[src/rtl/clock_monitor.sv]
// clock_monitor: measures the high, low and full period of a divided clock
// sampled in the clk_50 domain. Reports lock, sticky fault and stuck status.
// Optional build macro CLOCK_MONITOR_SYNC_EN inserts a 2-flop synchronizer
// on mon_clk ahead of edge detection (all responses shift by two cycles).
module clock_monitor #(
   parameter int unsigned HALF_PERIOD = 5,
   parameter int unsigned TOL         = 0,
   parameter int unsigned LOCK_COUNT  = 4,
   parameter int unsigned TIMEOUT     = 64,
   parameter int unsigned CW          = 8
) (
   input  logic          clk_50,
   input  logic          rst,
   input  logic          mon_clk,
   input  logic          clear_fault,
   output logic [CW-1:0] period,
   output logic          period_valid,
   output logic          locked,
   output logic          fault,
   output logic          stuck
);

   localparam int unsigned IW    = $clog2(TIMEOUT + 1);
   localparam int unsigned GW    = $clog2(LOCK_COUNT + 1);
   localparam int unsigned PH_LO = (HALF_PERIOD > TOL) ? HALF_PERIOD - TOL : 0;
   localparam int unsigned PH_HI = HALF_PERIOD + TOL;
   localparam logic [CW-1:0] CNT_MAX = '1;

   typedef enum logic [1:0] {ACQUIRE, HIGH, LOW} state_e;

   state_e        state_q, state_d;
   logic          mon;
   logic          mon_d_q;
   logic [CW-1:0] hi_cnt_q, hi_cnt_d;
   logic [CW-1:0] lo_cnt_q, lo_cnt_d;
   logic [CW-1:0] hi_len_q, hi_len_d;
   logic [IW-1:0] idle_q, idle_d;
   logic [GW-1:0] good_q, good_d;
   logic [CW-1:0] period_q, period_d;
   logic          pv_q, pv_d;
   logic          locked_q, locked_d;
   logic          fault_q, fault_d;
   logic          stuck_q, stuck_d;

   logic          rise, fall, good_period, set_fault;
   logic [CW-1:0] hi_inc, lo_inc, period_sat;
   logic [CW:0]   period_sum;
   logic [GW-1:0] good_inc;

`ifdef CLOCK_MONITOR_SYNC_EN
   logic [1:0] sync_q;

   // Two-stage synchronizer for the asynchronous monitored clock
   always_ff @(posedge clk_50) begin
      if (rst) sync_q <= '0;
      else     sync_q <= {sync_q[0], mon_clk};
   end

   assign mon = sync_q[1];
`else
   assign mon = mon_clk;
`endif

   assign rise = mon & ~mon_d_q;
   assign fall = ~mon & mon_d_q;

   assign hi_inc     = (hi_cnt_q == CNT_MAX) ? hi_cnt_q : hi_cnt_q + CW'(1);
   assign lo_inc     = (lo_cnt_q == CNT_MAX) ? lo_cnt_q : lo_cnt_q + CW'(1);
   assign period_sum = {1'b0, hi_len_q} + {1'b0, lo_cnt_q};
   assign period_sat = period_sum[CW] ? CNT_MAX : period_sum[CW-1:0];
   assign good_inc   = (good_q == GW'(LOCK_COUNT)) ? good_q : good_q + GW'(1);

   assign good_period = (32'(hi_len_q) >= PH_LO) && (32'(hi_len_q) <= PH_HI) &&
                        (32'(lo_cnt_q) >= PH_LO) && (32'(lo_cnt_q) <= PH_HI);

   // State and measurement registers
   always_ff @(posedge clk_50) begin
      if (rst) begin
         state_q  <= ACQUIRE;
         mon_d_q  <= 1'b0;
         hi_cnt_q <= '0;
         lo_cnt_q <= '0;
         hi_len_q <= '0;
         idle_q   <= '0;
         good_q   <= '0;
         period_q <= '0;
         pv_q     <= 1'b0;
         locked_q <= 1'b0;
         fault_q  <= 1'b0;
         stuck_q  <= 1'b0;
      end else begin
         state_q  <= state_d;
         mon_d_q  <= mon;
         hi_cnt_q <= hi_cnt_d;
         lo_cnt_q <= lo_cnt_d;
         hi_len_q <= hi_len_d;
         idle_q   <= idle_d;
         good_q   <= good_d;
         period_q <= period_d;
         pv_q     <= pv_d;
         locked_q <= locked_d;
         fault_q  <= fault_d;
         stuck_q  <= stuck_d;
      end
   end

   // Phase measurement FSM, period qualification and stuck detection
   always_comb begin
      state_d   = state_q;
      hi_cnt_d  = hi_cnt_q;
      lo_cnt_d  = lo_cnt_q;
      hi_len_d  = hi_len_q;
      idle_d    = idle_q;
      good_d    = good_q;
      period_d  = period_q;
      pv_d      = 1'b0;
      locked_d  = locked_q;
      stuck_d   = stuck_q;
      set_fault = 1'b0;

      case (state_q)
         ACQUIRE: begin
            if (rise) begin
               hi_cnt_d = CW'(1);
               state_d  = HIGH;
            end
         end
         HIGH: begin
            if (fall) begin
               hi_len_d = hi_cnt_q;
               lo_cnt_d = CW'(1);
               state_d  = LOW;
            end else if (mon) begin
               hi_cnt_d = hi_inc;
            end
         end
         LOW: begin
            if (rise) begin
               period_d = period_sat;
               pv_d     = 1'b1;
               hi_cnt_d = CW'(1);
               state_d  = HIGH;
               if (good_period) begin
                  good_d   = good_inc;
                  locked_d = (good_inc == GW'(LOCK_COUNT));
               end else begin
                  good_d    = '0;
                  locked_d  = 1'b0;
                  set_fault = 1'b1;
               end
            end else if (!mon) begin
               lo_cnt_d = lo_inc;
            end
         end
         default: state_d = ACQUIRE;
      endcase

      // Idle counter fires the stuck event once, on reaching TIMEOUT
      if (rise || fall) begin
         idle_d  = '0;
         stuck_d = 1'b0;
      end else if (idle_q != IW'(TIMEOUT)) begin
         idle_d = idle_q + IW'(1);
         if (idle_q == IW'(TIMEOUT - 1)) begin
            stuck_d   = 1'b1;
            set_fault = 1'b1;
            locked_d  = 1'b0;
            good_d    = '0;
            state_d   = ACQUIRE;
         end
      end

      // Setting beats clearing when both happen in one cycle
      if (set_fault)        fault_d = 1'b1;
      else if (clear_fault) fault_d = 1'b0;
      else                  fault_d = fault_q;
   end

   assign period       = period_q;
   assign period_valid = pv_q;
   assign locked       = locked_q;
   assign fault        = fault_q;
   assign stuck        = stuck_q;

endmodule

[config.mk]
export PLATFORM = sky130hd
export DESIGN_NAME = clock_monitor
export DESIGN_NICKNAME = d
export VERILOG_FILES = /design/src/rtl/clock_monitor.sv
export SDC_FILE = /design/constraint.sdc
export NUM_CORES = 1
export LEC_CHECK = 0
export CAP_MARGIN = 25
export CELL_PAD_IN_SITES_DETAIL_PLACEMENT = 1
export CELL_PAD_IN_SITES_GLOBAL_PLACEMENT = 1
export CORE_MARGIN = 8
export CORE_UTILIZATION = 35
export DETAILED_ROUTE_END_ITERATION = 10
export PLACE_DENSITY = 0.67
export SLEW_MARGIN = 20
export SYNTH_ARGS = -nofsm -noshare
export SYNTH_HDL_FRONTEND = slang
export SYNTH_SLANG_ARGS = --single-unit
[constraint.sdc]
create_clock -name clk_50 -period 1.9 [get_ports clk_50]
set_clock_uncertainty 0.15 [all_clocks]
set_input_delay 0.19 -clock clk_50 [delete_from_list [all_inputs] [get_ports clk_50]]
set_output_delay 0.19 -clock clk_50 [all_outputs]
set_load 0.02 [all_outputs]
* Word-level counts from Yosys, hierarchy flattened
Cells that the tools add are included.
** Cells by class
- Reductions and logical operators :: 16
- Equal/unequal tests :: 16
- $add $sub $neg :: 5
- Bitwise logic cells :: 5
- Multiplexer cells :: 39
- Magnitude comparators :: 4
** Operator list (count)
- 8-bit two-way mux :: 9
- 8-bit one-hot mux with 2 select lines :: 2
- 3-bit two-way mux :: 7
- 8-bit by 1-bit adder with 8-bit output (second input constant) :: 2
- 8-bit == test (second input constant) :: 2
- 8-bit by 3-bit greater-or-equal comparator with 1-bit output (second input constant) :: 2
- 8-bit by 3-bit less-or-equal comparator with 1-bit output (second input constant) :: 2
- 1-bit two-way mux :: 15
- 2-bit != test (second input constant) :: 7
- 2-bit two-way mux :: 5
- 5-bit AND reduction :: 2
- 8-bit by 8-bit adder with 9-bit output :: 1
- 7-bit by 1-bit adder with 7-bit output (second input constant) :: 1
- 7-bit by 6-bit == test with 1-bit output (second input constant) :: 1
- 7-bit != test (second input constant) :: 1
- 3-bit == test (second input constant) :: 2
- 2-bit AND reduction :: 3
- 2-bit nonzero test :: 3
- 2-bit OR reduction :: 3
- 2-bit one-hot mux with 2 select lines :: 1
- 3-bit by 1-bit adder with 3-bit output (second input constant) :: 1
- 1-bit logical AND :: 3
- 1-bit NOT :: 3
- 1-bit AND :: 2
- other kinds (5) :: 5
** Storage, ports and cells
- Output and inout port bits :: 12
- Input bits :: 4
- Register bits after elaboration :: 49
- Logic and storage cells :: 97

* Logic depth before layout (Yosys ltp)
Gate-level depths: netlist (run 1).
- Depth in word-level cells :: 11
- Mapped depth :: 8
- Gate-level depth less buffers :: 8

* Least setup slack after synthesis (run 1)
No wires, ideal clock.
- Path type :: reg2reg
- Start :: register lo_cnt_q[0]
- End :: register period_q[0], in the netlist period[0]
- Cell stages (with the launch flop) :: 9
- Path buffers :: 0
- Required time :: 1664 ps
- Setup slack :: -201 ps
- Arrival :: 1866 ps
- Setup time :: 86 ps
- Period minus slack after synthesis :: 2101 ps
- Cells stage by stage :: dfxtp_1 ha_1 inv_1 fa_1 nor2b_1 o31a_1 nor3_1 o211a_1 a211oi_1
** On the way
- Longest elaborated chain between the ends :: 2
** Ends and longest elaborated chain
- from (decl) :: line 35 : logic [CW-1:0] lo_cnt_q, lo_cnt_d;
- from (signal assigned) :: line 95 : lo_cnt_q <= lo_cnt_d;
- 8-bit by 8-bit adder with 9-bit output :: line 69 : assign period_sum = {1'b0, hi_len_q} + {1'b0, lo_cnt_q};
- 8-bit two-way mux :: line 70 : assign period_sat = period_sum[CW] ? CNT_MAX : period_sum[CW-1:0];
- to (signal assigned) :: line 99 : period_q <= period_d;
- to (decl) :: line 39 : logic [CW-1:0] period_q, period_d;
No other way between the ends.
A chain may end at the register's enable or synchronous reset.

* Final worst setup path (run 1)
- Start :: register lo_cnt_q[0]
- End :: register period_q[3], in the netlist period[3]
Same word-level chain as after synthesis.

==> results of run 1 <==
-- kinds of logic after synthesis --
family,share of synthesized area
and+or+nand+nor,0.256
AOI/OAI and AO/OA,0.141
DFF,0.378
xor gates and xnor gates,0.0676
buffers and inverters,0.0352
adders and majority gates,0.0946
muxes,0.0270
-- registers in the layout, summed over array words and instances, names as in the netlist --
signal,count
period,8
locked,1
mon_d_q,1
hi_cnt_q,8
stuck,1
hi_len_q,8
idle_q,7
period_valid,1
fault,1
state_q,2
good_q,3
lo_cnt_q,8
-- final timing paths --
kind | endpoint | slack, ns | depth (start not counted)
hold reg to reg | locked$_SDFF_PP0_ | 0.33 | 2
hold / removal | mon_d_q$_SDFF_PP0_ | 0.15 | 4
setup reg to reg | period[3]$_SDFFE_PP0P_ | -0.05 | 8
setup / recovery | period[3]$_SDFFE_PP0P_ | -0.05 | 8
-- per-stage QoR --
stage,setup WS (ns),instances,util,power (mW)
after detailed placement,-0.285,435,0.433,1.20
after floorplan,-0.0841,290,-,1.15
after CTS,-0.102,445,0.452,1.84
after global routing,-0.128,446,0.469,1.91
final,-0.0511,446,0.469,1.81
after global placement,-0.210,435,0.433,1.20
-- cell usage in the layout (no fill, tap or decap), types with 7 or more instances in the layout --
master	count
mux2i_1	7
a21oi_1	12
clkdlybuf4s50_1	14
nand2b_1	8
a211oi_2	8
ha_1	15
buf_4	38
xor2_1	15
nand2_1	14
dfxtp_1	44
nor2_1	50
inv_1	11
-- area by class of cell --
class	count	area, µm²
inverter	13	48.8
timing repair buffer	55	460
fill	863	3830
tap	99	124
clock buffer	6	72.6
sequential	49	990
clock inverter	2	13.8
multi-input combinational	222	1670
-- power by group --
group	total, mW	internal [mW]	switching, mW
logic	0.136	0.0642	0.0719
clock network	0.631	0.261	0.369
registers	1.05	1.04	0.0114
total	1.81	1.36	0.452
-- what timing repair did --
| action | CTS | global route |
|---|---|---|
| hold buffers | 0 | 0 |
| buffers inserted | 2 | 1 |
| gates resized for setup | 12 | 29 |
| pin swaps | 6 | 10 |
| setup endpoints to repair | 9 | 24 |
-- metal layers --
layer / wire (µm) / up-vias
met5: 0 / -
met4: 76 / 0
met3: 191 / 6
met2: 3060 / 19
met1: 3160 / 1107
li1: - / 1134
-- critical path, cell delays in order (launching register included) --
cell and delay (ns):
dfxtp_4 0.37, ha_4 0.13, inv_2 0.03, fa_2 0.34
nor2b_2 0.13, o31a_1 0.18, nor3_2 0.06, o211a_4 0.29
a211oi_2 0.21
==> flow_summary.ini, run 1 <==
[sta]
setup_ws_ns = -0.0511
period_minus_slack_ns = 1.95
fin_hold_ws_ns = 0.148
period_share = 1.03
report.final.setup_viol = 8
fmaxAchievable_ghz = 0.513
rsz0062_at_grt = yes
setup_tns_ns = -0.268
worstMarginPinSlew_ns = 0.391
drv_slew = 0
hold_violations = 0
slew_headroom = 0.737

[logic_synthesis]
ys_types = 54
syn_avg_cell_area_um2 = 8.94
synth-edff-count = 0
yosys_warnings = 0
synth_common_cells = nor2_1, dfxtp_1, ha_1
netlist_area_um2 = 2590
synth_seq_cells = 49
synth_area_leaders = dfxtp_1, ha_1, nor2_1
yosys.area.top_type = dfxtp_1
synth.most_common_cell = nor2_1
syn-num-nets = 313
async_flop_share = 0
synth.yosys.seq_area_share = 0.378
synth_top_area_share = 0.378
netlist_instances = 290
ys.flop_type = dfxtp_1

[critical_path]
r2r_start = lo_cnt_q[0]$_SDFFE_PP0P_
crit_type = register to register
critPathArrivalTime_ns = 2.04
crit_start = lo_cnt_q[0]$_SDFFE_PP0P_
cp_max_fo = 8
startpoint_type = register
required_ns = 1.99
end_kind = register

[place]
placed_cell_area_um2 = 3120
gp_congestion = 0.781
io_buffers = 15
dp_hpwl_um = 4870

[floorplan]
die_w_um = 102
fp.coreArea_um2 = 7210
fp.dieArea_um2 = 10400
initial_core_util = 0.359
die_height_um = 102
rows = 31
ioPinCount = 16

[clock_network]
cts_tree = yes
ctsLongestPathBuffers = 2
worstSkewPairLatency_ns = 0.31
cts.clk_slew.worst_paths_ns = 0.10
numCtsBuffers = 5
cts.root.buffer_cell = clkbuf_8
clock_sinks = 49
cts_max_level = 2

[global_routing]
grt-ovfl-total = 0
grt-busiest-layer = met2
grt_max_degree = 16
grt_usage = 0.131
grtUsageMet3 = 0.0313
grt_pass1_vias = 2243
met1_usage = 0.171
antenna_found_initial = 0
grt_pass1_wl_um = 10800
use_met2 = 0.209

[finish]
drive_gt1_frac = 0.271
nets = 369
stdcell_area_um2 = 3380
area_growth_pct = 30.5
num_antenna_cells = 0

[power]
powerDensity_nw_per_um2 = 537
ir_worst_vdd_mv = 0.302
power.leakage_nw = 1.31

[drt]
dr.first_iter.drc_count = 52
wirelength_um = 6490
wl_per_cell_um = 14.5
num_vias = 2266
avgViaCountPerCell = 5.08
first_pass_iters = 4
drc = 0
ant_nets = 0

[run_status]
violations = setup timing
status = finished, violations left

[flow_run]
drv_cap = 0

[worst_hold_path]
hp-start = mon_clk
hold_path.class = input pin to register
Note: power is estimated with default switching activity, not from simulation.
==> inputs of run 2 (changes only) <==
--- a/config.mk
+++ b/config.mk
@@ -12,7 +12,6 @@
 export CORE_UTILIZATION = 35
 export DETAILED_ROUTE_END_ITERATION = 10
 export PLACE_DENSITY = 0.67
-export SLEW_MARGIN = 20
 export SYNTH_ARGS = -nofsm -noshare
 export SYNTH_HDL_FRONTEND = slang
 export SYNTH_SLANG_ARGS = --single-unit
==> results of run 2 <==
Same layout as run 1: the final DEF is identical, and so are final timing and power.
==> inputs of run 3 (changes only) <==
--- a/config.mk
+++ b/config.mk
@@ -5,7 +5,7 @@
 export SDC_FILE = /design/constraint.sdc
 export NUM_CORES = 1
 export LEC_CHECK = 0
-export CAP_MARGIN = 25
+export CAP_MARGIN = 20
 export CELL_PAD_IN_SITES_DETAIL_PLACEMENT = 1
 export CELL_PAD_IN_SITES_GLOBAL_PLACEMENT = 1
 export CORE_MARGIN = 8
==> results of run 3 <==
Same layout as run 1: the final DEF is identical, and so are final timing and power.
==> variant 1: new RTL, config.mk and constraints of run 2 <==
`LOCK_COUNT`: 4 -> 8.
--- a/src/rtl/clock_monitor.sv
+++ b/src/rtl/clock_monitor.sv
@@ -7,3 +7,3 @@
    parameter int unsigned TOL         = 0,
-   parameter int unsigned LOCK_COUNT  = 4,
+   parameter int unsigned LOCK_COUNT  = 8,
    parameter int unsigned TIMEOUT     = 64,
Formal check against the unedited RTL: same outputs for any inputs over 10 cycles, from zero or initial values and one cycle with rst high; that may be too few to reach the edited logic, so the function may still have changed.
==> variant 1 against run 2 <==
  * Cell area increased by 7.6%
  * Area after synthesis up 1.7%
  * Critical path depth stayed put
  * Wire length increased by 19%
  * Power is 17% higher
  * Global-route usage up 1.2 points
  * Non-clock buffer count grew 18
  * Sequential cell count grew 1
  * The run still ends with negative setup slack left
  * Setup slack got worse by 0.29 ns
==> variant 1: results <==
{
  "run_status": "finished, violations left",
  "violations": "negative setup slack",
  "setup_viol": 8,
  "dr.first_iter.drc_count": 83,
  "drtPass1Iterations": 4,
  "cts_buffer_depth": 2,
  "place_congestion": 0.776,
  "cp_max_fo": 6,
  "slowest_delay_ns": 0.43,
  "async_flop_share_pct": 0,
  "cpMaxStageDelayCell": "or4_4",
  "path_clk_slew_ns": 0.10,
  "grt_pass1_wl_um": 12000,
  "yosys-top-cells-count": "55 x nor2_1, 50 x dfxtp_1, 19 x nand2_1",
  "hold_slack_ns": 0.198,
  "synth.area.top_cells": "dfxtp_1 38%, ha_1 8.5%, nor2_1 7.8%, xor2_1 4.0%, mux2i_1 3.4%",
  "htreeDepth": 2,
  "syn_nets": 328,
  "wl_met2_um": 3990,
  "hold_class": "in2reg",
  "synth_cells": 305,
  "grtUsageMet1_pct": 16.9,
  "arrival_ns": 2.27,
  "drt_wl_total_um": 7720,
  "ys_seq_area_share_pct": 38.0,
  "use_met2_pct": 25.3,
  "drt-met1-wl_um": 3380,
  "finalNonFillerCells": 479,
  "tns_ns": -2.47,
  "synth_ff_type": "dfxtp_1",
  "num_vias": 2462,
  "setup_slack_ns": -0.344,
  "dp.final_hpwl_um": 5350,
  "yosysWarningCount": 0,
  "grt_usage_pct": 14.3,
  "drive_gt1_share_pct": 26.1,
  "clock_latency_ns": 0.30,
  "wl_met3_um": 172,
  "leakagePower_nw": 1.49,
  "grt_pass1_vias": 2572,
  "placedCellCount": 463,
  "dr.max_layer_used": "met4",
  "use_met3_pct": 1.89,
  "hold_viol_final": 0,
  "grt_max_degree": 20,
  "placement.cell_area_um2": 3290,
  "nets": 402,
  "max_slew_margin_pct": 56.1,
  "root_buffer": "clkbuf_8",
  "synth_cell_types": 50,
  "place_ws_ns": -0.417,
  "irDropWorstVdd_mv": 0.356
}
[variant 1: cell types whose count changed in the layout (fill, tap and decap cells not counted), sizes merged, moves of 3 or more]
cell / before / now
a31oi: 5 / 1
nor2: 50 / 55
xnor2: 5 / 9
nand3: 6 / 17
buf: 40 / 58
xor2: 15 / 12
nor2b: 3 / 6
nand2: 14 / 19
nand2b: 9 / 4
a21o: 2 / 5
[variant 1: area by class of cell]
cell class	instances	area (um2)
Multi-Input combinational cell	236	1690
Tap cell	99	124
Sequential cell	50	1010
Fill cell	881	3650
Clock buffer	6	82.6
Inverter	13	48.8
Timing Repair Buffer	73	624
Clock inverter	2	60.1
[variant 1: where the power goes]
| group | total (mW) | switching (mW) | internal, mW |
|---|---|---|---|
| clock network | 0.924 | 0.362 | 0.562 |
| registers | 1.07 | 0.0111 | 1.06 |
| logic | 0.139 | 0.0785 | 0.0600 |
[variant 1: worst min-delay path: stages]
cell and delay [ns]:
dlymetal6s2s_1 0.17, inv_1 0.09, buf_4 0.12, nor2_1 0.04
[variant 1: kinds of logic after synthesis]
group                    count (synthesis)  share of synthesized area (%)
adder cells (fa/ha/maj)                 19                           9.30
AND/OR/NAND/NOR                        135                           25.2
flip-flops                              50                           38.0
XOR/XNOR                                21                           6.97
buffers and inverters                   20                           3.65
multiplexers                             9                           3.42
AO/OA/AOI/OAI                           51                           13.5
[variant 1: path summary, 6_finish.rpt]
path                                  start        end  cells past startpoint
worst max-delay path            lo_cnt_q[0]  period[3]                      8
worst min-delay path                mon_clk    mon_d_q                      4
worst max register to register  lo_cnt_q[0]  period[3]                      8
worst min register to register    period[7]  period[7]                      2
[variant 1: timing repair]
action                                  CTS  global route
gates resized for setup                  11            28
cloned                                    0             2
buffers inserted                          2             5
endpoints found under the hold margin     0             0
endpoints found under the setup margin   14            23
pin swaps                                 9            12
==> variant 2: new RTL, config.mk and constraints of run 2 <==
Made on the original files. Register the input `clear_fault` before use, cleared by the reset. The logic sees it one clock later.
--- a/src/rtl/clock_monitor.sv
+++ b/src/rtl/clock_monitor.sv
@@ -29,2 +29,12 @@
    typedef enum logic [1:0] {ACQUIRE, HIGH, LOW} state_e;
+
+   logic clear_fault_q;
+
+   always_ff @(posedge clk_50) begin
+      if (rst) begin
+         clear_fault_q <= '0;
+      end else begin
+         clear_fault_q <= clear_fault;
+      end
+   end
 
@@ -174,3 +184,3 @@
       if (set_fault)        fault_d = 1'b1;
-      else if (clear_fault) fault_d = 1'b0;
+      else if (clear_fault_q) fault_d = 1'b0;
       else                  fault_d = fault_q;
Formal check against the unedited RTL: not equivalent (a bounded check fails within 10 cycles, from zero or initial values and one cycle with rst high).
==> variant 2 against run 2 <==
  * Area after synthesis fell by 0.43%
  * The run still ends with negative setup slack left
  * Setup slack got worse by 0.053 ns
  * Highest routed layer unchanged
  * Clock power down 1%
  * Synthesized cell count down 1.0%
  * Wire length shrank 3.1%
  * Cell area decreased by 2.5%
  * Sequential share of layout area increased by 1.3 points
  * Sequential cell count rose by 1
  * Critical endpoint is now period[6]
  * Power increased by 1.6%
==> variant 2: results <==
{
  "nets": 361,
  "setup_slack_ns": -0.104,
  "max_slew_margin_pct": 73.4,
  "placedCellCount": 427,
  "drtPass1Iterations": 5,
  "place_congestion": 0.773,
  "syn_nets": 310,
  "fill_cells": 865,
  "dr.first_iter.drc_count": 35,
  "drive_gt1_share_pct": 20.1,
  "grt_usage_pct": 12.6,
  "irDropWorstVdd_mv": 0.382,
  "synth.area.top_cells": "dfxtp_1 39%, ha_1 8.7%, nor2_1 7.3%, xor2_1 5.8%, mux2i_1 2.7%",
  "synth_cell_types": 52,
  "ys_seq_area_share_pct": 38.8,
  "viasPerCell": 4.97,
  "run_status": "finished, violations left",
  "yosys-top-cells-count": "50 x dfxtp_1, 50 x nor2_1, 18 x ha_1",
  "finalNonFillerCells": 438,
  "setup_viol": 8,
  "p_switching_mw": 0.454,
  "violations": "negative setup slack",
  "synth_cells": 287,
  "seqCellArea_um2": 1010,
  "timing.rr.end": "period[6]",
  "hold_slack_ns": 0.167
}
-- variant 2: final cells by class --
cell class,count,share of cell area [%]
clock buffer,6,2.20
clock inverter,2,0.417
inverter,13,1.48
multi-input combinational,218,48.6
sequential,50,30.6
tap,99,3.76
timing repair buffer,50,13.0
-- variant 2: timing repair --
item | in CTS | in global routing
buffers inserted | 0 | 3
setup endpoints to repair | 8 | 22
gates resized for setup | 5 | 15
hold buffers | 0 | 0
pin swaps | 5 | 3
-- variant 2: worst max path at each step --
stage | cells after the start | endpoint | start | slack [ns]
3_3_place_gp | 8 | hi_cnt_q[4] | mon_clk | -0.24
4_1_cts | 8 | period[6] | hi_len_q[0] | -0.14
6_report | 8 | period[6] | hi_len_q[0] | -0.10
5_1_grt | 8 | period[0] | hi_len_q[0] | -0.21
2_1_floorplan | 8 | period[6] | lo_cnt_q[0] | -0.02
3_5_place_dp | 8 | hi_cnt_q[6] | mon_clk | -0.27
-- variant 2: power groups by stage --
stage | registers, mW | clock network (mW) | logic, mW
after CTS | 1.07 | 0.654 | 0.134
final | 1.07 | 0.624 | 0.148
after floorplan | 1.09 | 0 | 0.0757
after global routing | 1.07 | 0.695 | 0.165
after detailed placement | 1.10 | 0 | 0.132
after global placement | 1.10 | 0 | 0.131
-- variant 2: kinds of logic (layout without fill, tap and decap cells) --
group | after synthesis | in the layout | share of synthesized area, %
and+or+nand+nor | 118 | 118 | 23.8
AOI/OAI and AO/OA | 52 | 52 | 14.6
adders and majority gates | 19 | 19 | 9.50
DFF | 50 | 50 | 38.8
muxes | 7 | 7 | 2.71
buffers and inverters | 19 | 71 | 3.10
xor gates and xnor gates | 22 | 22 | 7.46
-- variant 2: routing by layer --
metal	share of wire [%]	global-route usage (%)
met2	48	21.4
met1	48	16.1
met5	0	0
met4	0.49	2.71
met3	3.6	2.32
